**src/rtl/pe_ctrl_pkg.sv**
```systemverilog
// Shared types and helpers for the 1-D convolution PE sequencer.
package pe_ctrl_pkg;

    localparam int DW_DEF = 16;
    localparam int PW_DEF = 32;

    typedef enum logic [2:0] {
        IDLE,
        LOAD_W,
        LOAD_I,
        MAC,
        WAIT,
        OUT
    } state_e;

    // A job needs at least one tap, fits both buffers, and yields at least one output.
    function automatic logic cfg_ok(input int s, input int w, input int max_s, input int max_w);
        return (s >= 1) && (s <= max_s) && (w >= 1) && (w <= max_w) && (s <= w);
    endfunction

endpackage

```
**src/rtl/pe_ctrl_buf.sv**
```systemverilog
// Depth x DW register file: one synchronous write port, one asynchronous read port.
module pe_ctrl_buf #(
    parameter  int DEPTH = 8,
    parameter  int DW    = 16,
    localparam int AW    = (DEPTH > 1) ? $clog2(DEPTH) : 1
) (
    input  logic          clk,
    input  logic          rst_n,
    input  logic          we_i,
    input  logic [AW-1:0] waddr_i,
    input  logic [DW-1:0] wdata_i,
    input  logic [AW-1:0] raddr_i,
    output logic [DW-1:0] rdata_o
);

    logic [DEPTH-1:0][DW-1:0] mem_q;

    always_ff @(posedge clk or negedge rst_n) begin
        if (!rst_n) begin
            mem_q <= '0;
        end else if (we_i) begin
            mem_q[waddr_i] <= wdata_i;
        end
    end

    assign rdata_o = mem_q[raddr_i];

endmodule

```
**src/rtl/pe_conv1d_ctrl.sv**
```systemverilog
// Sequences one PE through a 1-D convolution: load S weights and W pixels, then S taps per result.
// Optional macro PE_CTRL_BIAS_EN adds a bias_i port that seeds the psum at tap 0.
module pe_conv1d_ctrl
    import pe_ctrl_pkg::*;
#(
    parameter  int MAX_S = 8,
    parameter  int MAX_W = 64,
    parameter  int DW    = DW_DEF,
    parameter  int PW    = PW_DEF,
    localparam int SW    = $clog2(MAX_S + 1),
    localparam int WW    = $clog2(MAX_W + 1),
    localparam int WAW   = (MAX_S > 1) ? $clog2(MAX_S) : 1,
    localparam int IAW   = (MAX_W > 1) ? $clog2(MAX_W) : 1
) (
    input  logic          clk,
    input  logic          rst_n,
    input  logic          cfg_valid_i,
    output logic          cfg_ready_o,
    input  logic [SW-1:0] cfg_s_i,
    input  logic [WW-1:0] cfg_w_i,
`ifdef PE_CTRL_BIAS_EN
    input  logic [PW-1:0] bias_i,
`endif
    input  logic          wt_valid_i,
    output logic          wt_ready_o,
    input  logic [DW-1:0] wt_data_i,
    input  logic          img_valid_i,
    output logic          img_ready_o,
    input  logic [DW-1:0] img_data_i,
    output logic [DW-1:0] pe_image_val_o,
    output logic [DW-1:0] pe_weight_val_o,
    output logic          pe_image_en_o,
    output logic          pe_weight_en_o,
    output logic [PW-1:0] pe_psum_in_o,
    input  logic [PW-1:0] pe_psum_out_i,
    output logic          out_valid_o,
    input  logic          out_ready_i,
    output logic [PW-1:0] out_data_o,
    output logic          out_last_o,
    output logic          busy_o,
    output logic          err_o
);

    state_e        state_q, state_d;
    logic [SW-1:0] s_q, s_d, k_q, k_d;
    logic [WW-1:0] w_q, w_d, cnt_q, cnt_d, x_q, x_d;
    logic [PW-1:0] out_data_q, out_data_d;
    logic          err_q, err_d;

    logic [WW-1:0]  s_ext, x_last_pos;
    logic           x_last, cfg_good;
    logic [IAW-1:0] img_raddr;
    logic [DW-1:0]  wbuf_rd, ibuf_rd;
    logic [PW-1:0]  psum_seed;

    assign s_ext      = WW'(s_q);
    assign x_last_pos = w_q - s_ext;
    assign x_last     = (x_q == x_last_pos);
    assign cfg_good   = cfg_ok(int'(cfg_s_i), int'(cfg_w_i), MAX_S, MAX_W);
    assign img_raddr  = x_q[IAW-1:0] + IAW'(k_q);

`ifdef PE_CTRL_BIAS_EN
    logic [PW-1:0] bias_q;

    always_ff @(posedge clk or negedge rst_n) begin
        if (!rst_n) begin
            bias_q <= '0;
        end else if (state_q == IDLE && cfg_valid_i && cfg_good) begin
            bias_q <= bias_i;
        end
    end

    assign psum_seed = bias_q;
`else
    assign psum_seed = '0;
`endif

    pe_ctrl_buf #(.DEPTH(MAX_S), .DW(DW)) u_wbuf (
        .clk     (clk),
        .rst_n   (rst_n),
        .we_i    (state_q == LOAD_W && wt_valid_i),
        .waddr_i (cnt_q[WAW-1:0]),
        .wdata_i (wt_data_i),
        .raddr_i (k_q[WAW-1:0]),
        .rdata_o (wbuf_rd)
    );

    pe_ctrl_buf #(.DEPTH(MAX_W), .DW(DW)) u_ibuf (
        .clk     (clk),
        .rst_n   (rst_n),
        .we_i    (state_q == LOAD_I && img_valid_i),
        .waddr_i (cnt_q[IAW-1:0]),
        .wdata_i (img_data_i),
        .raddr_i (img_raddr),
        .rdata_o (ibuf_rd)
    );

    always_ff @(posedge clk or negedge rst_n) begin
        if (!rst_n) begin
            state_q    <= IDLE;
            s_q        <= '0;
            w_q        <= '0;
            cnt_q      <= '0;
            x_q        <= '0;
            k_q        <= '0;
            out_data_q <= '0;
            err_q      <= 1'b0;
        end else begin
            state_q    <= state_d;
            s_q        <= s_d;
            w_q        <= w_d;
            cnt_q      <= cnt_d;
            x_q        <= x_d;
            k_q        <= k_d;
            out_data_q <= out_data_d;
            err_q      <= err_d;
        end
    end

    always_comb begin
        state_d    = state_q;
        s_d        = s_q;
        w_d        = w_q;
        cnt_d      = cnt_q;
        x_d        = x_q;
        k_d        = k_q;
        out_data_d = out_data_q;
        err_d      = 1'b0;
        case (state_q)
            IDLE: begin
                if (cfg_valid_i) begin
                    if (cfg_good) begin
                        s_d     = cfg_s_i;
                        w_d     = cfg_w_i;
                        cnt_d   = '0;
                        state_d = LOAD_W;
                    end else begin
                        err_d = 1'b1;
                    end
                end
            end
            LOAD_W: begin
                if (wt_valid_i) begin
                    if (cnt_q == s_ext - WW'(1)) begin
                        cnt_d   = '0;
                        state_d = LOAD_I;
                    end else begin
                        cnt_d = cnt_q + WW'(1);
                    end
                end
            end
            LOAD_I: begin
                if (img_valid_i) begin
                    if (cnt_q == w_q - WW'(1)) begin
                        cnt_d   = '0;
                        x_d     = '0;
                        k_d     = '0;
                        state_d = MAC;
                    end else begin
                        cnt_d = cnt_q + WW'(1);
                    end
                end
            end
            MAC: begin
                if (k_q == s_q - SW'(1)) begin
                    state_d = WAIT;
                end else begin
                    k_d = k_q + SW'(1);
                end
            end
            WAIT: begin
                out_data_d = pe_psum_out_i;
                state_d    = OUT;
            end
            OUT: begin
                if (out_ready_i) begin
                    if (x_last) begin
                        state_d = IDLE;
                    end else begin
                        x_d     = x_q + WW'(1);
                        k_d     = '0;
                        state_d = MAC;
                    end
                end
            end
            default: state_d = IDLE;
        endcase
    end

    // PE operands are driven only while a tap or the drain cycle is in flight.
    always_comb begin
        pe_image_val_o  = '0;
        pe_weight_val_o = '0;
        pe_image_en_o   = 1'b0;
        pe_weight_en_o  = 1'b0;
        pe_psum_in_o    = '0;
        case (state_q)
            MAC: begin
                pe_image_val_o  = ibuf_rd;
                pe_weight_val_o = wbuf_rd;
                pe_image_en_o   = 1'b1;
                pe_weight_en_o  = 1'b1;
                pe_psum_in_o    = (k_q == '0) ? psum_seed : pe_psum_out_i;
            end
            WAIT:    pe_psum_in_o = pe_psum_out_i;
            default: ;
        endcase
    end

    assign cfg_ready_o = (state_q == IDLE);
    assign wt_ready_o  = (state_q == LOAD_W);
    assign img_ready_o = (state_q == LOAD_I);
    assign out_valid_o = (state_q == OUT);
    assign out_last_o  = (state_q == OUT) && x_last;
    assign out_data_o  = out_data_q;
    assign busy_o      = (state_q != IDLE);
    assign err_o       = err_q;

endmodule

```
**config.mk**
```make
export PLATFORM = sky130hd
export DESIGN_NAME = pe_conv1d_ctrl
export DESIGN_NICKNAME = d
export VERILOG_FILES = /design/src/rtl/pe_ctrl_pkg.sv /design/src/rtl/pe_ctrl_buf.sv /design/src/rtl/pe_conv1d_ctrl.sv
export SDC_FILE = /design/constraint.sdc
export NUM_CORES = 2
export LEC_CHECK = 0
export ABC_AREA = 0
export ABC_CLOCK_PERIOD_IN_PS = 4400
export BUFFER_PORTS_ARGS = -buffer_cell sky130_fd_sc_hd__buf_2
export CAP_MARGIN = 20
export CORE_UTILIZATION = 35
export CTS_CLUSTER_DIAMETER = 40
export DETAILED_ROUTE_END_ITERATION = 12
export HOLD_SLACK_MARGIN = 0.15
export PLACE_DENSITY = 0.5
export SLEW_MARGIN = 20
export SYNTH_ARGS = -nofsm -noshare
export SYNTH_HDL_FRONTEND = slang
export SYNTH_SLANG_ARGS = --single-unit
```
**constraint.sdc**
```tcl
create_clock -name clk -period 4.4 [get_ports clk]
set_clock_uncertainty 0.05 [all_clocks]
set_input_delay 1.1 -clock clk [delete_from_list [all_inputs] [get_ports clk]]
set_output_delay 1.1 -clock clk [all_outputs]
set_load 0.01 [all_outputs]
```
==> results.md <==
- The flow ran to the end, but the final reports show violations.
- The final reports fail on negative setup slack.
- Compared with the post-synthesis result, the final layout area differs by 22.63%.
- Across all register-to-register paths, the minimum setup slack is 0.86 ns.
- The mean routed wirelength per cell is 25.13 um.
- The sequential fraction of the synthesis area is 53.15%.
- The initial antenna violation count came to 8.
- The CTS sink count is 1,217.
- 186 I/O pins were placed.
- Clock tree synthesis selected as its root buffer the cell sky130_fd_sc_hd__clkbuf_16.
- TritonCTS created 198 clock buffers.
- The ratio of final minimum period to clock period is 123.8%.
- Summed over all cells, the static leakage comes to 32.93 nW.
- Leaving out fill and tap cells, the most frequent cells in the layout are 1,212 x sky130_fd_sc_hd__dfrtp_1, 1,188 x sky130_fd_sc_hd__mux2_2, 290 x sky130_fd_sc_hd__mux4_2, 290 x sky130_fd_sc_hd__buf_4, 199 x sky130_fd_sc_hd__clkbuf_16.
- The power density of the placed cells is 640.1 nW/um2.
- The instance count after placement with tap cells included is 6,121.
- The synthesized netlist cell count is 3,779.
- In the detailed route, the total length drawn on met3 is 8314 um.
- The first global-routing pass estimated 248,000 um of wire.
- For the worst setup path, the data arrival time is 4.30 ns.
- The net count of the finished layout is 4,276.
- The buffer depth of the longest clock path is 3.
- The startpoint kind of the worst setup timing path is a flop.
- The flip-flop and latch count after synthesis is 1,217.
- In this run the cell area of the synthesized design comes to 57,300 um2.
- The first TritonRoute pass finished after 5 iterations.
- The share of total power dissipated in sequential elements is 31.1%.
- The number of hold buffers added after CTS was 0.
- The slowest stage of the critical path belongs to the cell sky130_fd_sc_hd__fa_4.
- The final count of pins violating max slew is 0.
- The switching part of the total power is 31.34%.
- The min-delay analysis places its worst path in the category input port to async pin.
- The total grt overflow is 0.
- The post-route total power is 44.98 mW.
- The via count of the first global-routing pass is 36,830.
- The clock insertion delay at the later pin of the skew report is 0.80 ns.
- The DRC marker count from the first detailed-route iteration is 2,128.
- The most frequent cell on the critical path is sky130_fd_sc_hd__buf_4.
- TritonCTS built the clock tree.
- For this design the total switching power over the nets is 14.10 mW.
- For the worst setup path, the data required time is 3.25 ns.
- Clock-pin slew was measured on the worst setup and hold paths at 0.05 ns.
- During placement, the flow inserted port buffers numbering 185.
- The mean area per synthesized cell is 15.16 um2.
- The actual transition at the worst max-transition pin is 1.082 ns.
- Global routing used 20.27% of the available tracks across all layers.
- Using the TritonRoute via totals, the vias-per-cell ratio works out to 5.263.
- The placed wire-length estimate is 101,400 um.
- The filler cell count in the final layout is 14,880.
- Yosys mapped a number of flops with a built-in enable equal to 0.
- Once the floorplan was initialized, standard cells occupied 35.25% of the core.
- The time the worst path needs with I/O delays and setup is 5.449 ns.
- The distinct cell type count of the synthesized netlist is 77.
- The library cell used most frequently in the layout, excluding fill and tap cells, is sky130_fd_sc_hd__dfrtp_1.
- The biggest area consumer among synthesized cells is sky130_fd_sc_hd__dfrtp_1.
- At the end of routability-driven placement, the weighted congestion stood at 0.7661.
- The final layout contains routed wiring with a total length of 164,000 um.
- In this run the number of H-tree levels came out at 4.
- The number of nets produced by synthesis is 3,880.
- On the worst path, the slowest cell contributes a delay of 0.80 ns.
- The share of synthesized flip-flops with an asynchronous set or reset is 100.0%.
- Measured along the y axis, the die boundary spans 406.6 um.
- Setup repair after global routing could not meet its margin everywhere.
- The hold violation count in the final report was 0.
- The overall via count from detail_route is 34,350.
- The number of setup violations in the final report is 16.
- The clock group share of total power is 36.1%.
- The area fraction of the dominant cell type after synthesis is 53.15%.
- By area the synthesized netlist is led by sky130_fd_sc_hd__dfrtp_1 53%, sky130_fd_sc_hd__mux2_2 23%, sky130_fd_sc_hd__mux4_2 11%.
- The die covers 165,300 um2.
- For this block, wires on met1 add up to 77,540 um.
- The number of nets with antenna violations after detailed routing is 0.
- The main flop type after synthesis is sky130_fd_sc_hd__dfrtp_1.
- The fraction of power consumed by combinational cells is 32.8%.
- The max-cap violation count is 0.
- In the detailed route, the total length drawn on met2 is 74,750 um.
- Cell internal power was estimated by the tool at 30.89 mW.
- Headroom to the max-slew limit came out at 27.89%.
- The total DRC errors in the routed layout is 0.
- The top routing layer in use is met5.
- The critical path goes through ha_4, fa_4, buf_12, buf_12, mux4_2, nor2b_1, buf_4, a211oi_2, a211oi_2, a21oi_2, buf_4, o22ai_1, buf_4, buf_2.
- The initialized floorplan defines 148 standard-cell rows.
- The highest clock rate is 183.5 MHz.
- The number of synthesis warnings is 0.
- The worst IR drop on VDD is 0.0004627 V.
- The die boundary width is 406.6 um.
- The number of cells on the worst reg-to-reg path is 8.
- The kind of capture point of the worst setup path is a primary output.
- The region available for standard cell placement spans 162,600 um2.
- The pin count of the biggest net entering global routing is 111.
- For this run, the number of standard cells in the final layout without fillers is 6,527.
- The setup slack after layout is -1.049 ns.
- The post-route netlist has 57.99% of its cells at a drive strength greater than 1.
- By startpoint and endpoint, the worst setup path is classified as flop to primary output.
- The largest fanout on the critical path is 9.
==> routing by layer <==
layer  track usage (%)  up-vias
met4             5.441        4
met2             31.19      789
met5                 0        -
li1                  -    14890
met1             28.68    18430
met3             4.603      243
==> worst max-delay path: cells and delay by family, from the launching register on <==
kind                     cells  cell delay, ns
AND/OR/NAND/NOR              1            0.13
buffers and inverters        6            0.96
adder cells (fa/ha/maj)      2            0.97
AO/OA/AOI/OAI                4            0.86
multiplexers                 1            0.16
flip-flops                   1            0.42
==> cells by family after synthesis <==
| family | synth area share (%) |
|---|---|
| xor gates and xnor gates | 0.5065 |
| DFF | 53.15 |
| adders and majority gates | 0.4629 |
| buffers and inverters | 3.085 |
| AOI/OAI and AO/OA | 3.042 |
| and+or+nand+nor | 3.450 |
| muxes | 36.31 |
==> cells in the mapped netlist (all sizes together) (4+ instances only) <==
| cell | instances |
|---|---|
| clkbuf | 163 |
| o21ai | 18 |
| a21o | 7 |
| dfrtp | 1217 |
| nor2b | 59 |
| a211o | 5 |
| xnor2 | 16 |
| and3 | 6 |
| inv | 22 |
| nand3b | 5 |
| a2111oi | 8 |
| or3 | 10 |
| or2 | 4 |
| a221o | 4 |
| buf | 174 |
| a211oi | 85 |
| ha | 18 |
| o31a | 5 |
| a21oi | 73 |
| nand2b | 7 |
| nand2 | 70 |
| mux4 | 290 |
| nor3 | 15 |
| o211ai | 5 |
| nand3 | 17 |
| nor2 | 81 |
| o22ai | 15 |
| nand4 | 6 |
| and2 | 40 |
| mux2 | 1193 |
| mux2i | 84 |
| xor2 | 12 |
==> state kept, by name (all words and copies together) (netlist names) <==
signal	flops
w_q	7
out_data_o	32
err_o	1
u_ibuf.mem_q	1024
state_q	3
x_q	7
s_q	4
cnt_q	7
k_q	4
u_wbuf.mem_q	128
==> repair_timing <==
item,in CTS,in global routing
gates cloned,2,1
buffers inserted,15,10
gates resized for setup,94,23
pin swaps,6,8
endpoints found under the setup margin,17,22
==> metrics by stage <==
step | area, um2 | setup TNS (ns) | util [%] | setup slack, ns | hold slack [ns]
6_report | 70270 | -15.08 | 43.22 | -1.049 | 0.1758
5_1_grt | 70270 | -17.35 | 43.22 | -1.173 | 0.1834
4_1_cts | 70000 | -15.94 | 43.05 | -1.080 | 0.2080
3_5_place_dp | 62390 | -5.722 | 38.37 | -0.7006 | 0.4296
3_3_place_gp | 62370 | -5.349 | 38.36 | -0.6468 | 0.4195
2_1_floorplan | 57300 | 0 | - | 0.4209 | 0.4026
==> power by group through the flow <==
stage | Clock, mW | Sequential (mW) | Combinational (mW)
5_1_grt | 17.1 | 14.2 | 15.8
3_5_place_dp | 0 | 14.2 | 14.1
6_report | 16.2 | 14.0 | 14.8
4_1_cts | 16.6 | 14.0 | 14.7
2_1_floorplan | 0 | 13.8 | 8.95
3_3_place_gp | 0 | 14.1 | 13.9
==> area by class of cell <==
class / instances / area, um2 / area share (%)
clock buffer: 248 / 5323 / 7.574
tap: 2175 / 2721 / 3.873
clock inverter: 124 / 1672 / 2.379
timing repair buffer: 533 / 4312 / 6.136
multi-input combinational: 2201 / 25680 / 36.55
inverter: 24 / 90.09 / 0.1282
sequential: 1217 / 30460 / 43.35
antenna: 5 / 12.51 / 0.01780
==> final timing paths <==
kind,from,to
worst min register to register,u_ibuf.mem_q[894]$_DFFE_PN0P_,u_ibuf.mem_q[894]$_DFFE_PN0P_
worst max register to register,state_q[0]$_DFFE_PN0P_,u_ibuf.mem_q[811]$_DFFE_PN0P_
min in group clk,u_ibuf.mem_q[894]$_DFFE_PN0P_,u_ibuf.mem_q[894]$_DFFE_PN0P_
worst min-delay path,rst_n,u_ibuf.mem_q[21]$_DFFE_PN0P_
max in group asynchronous,rst_n,u_ibuf.mem_q[727]$_DFFE_PN0P_
worst max-delay path,k_q[0]$_DFFE_PN0P_,pe_image_val_o[11]
No activity file was read; power rests on OpenSTA's default activity.
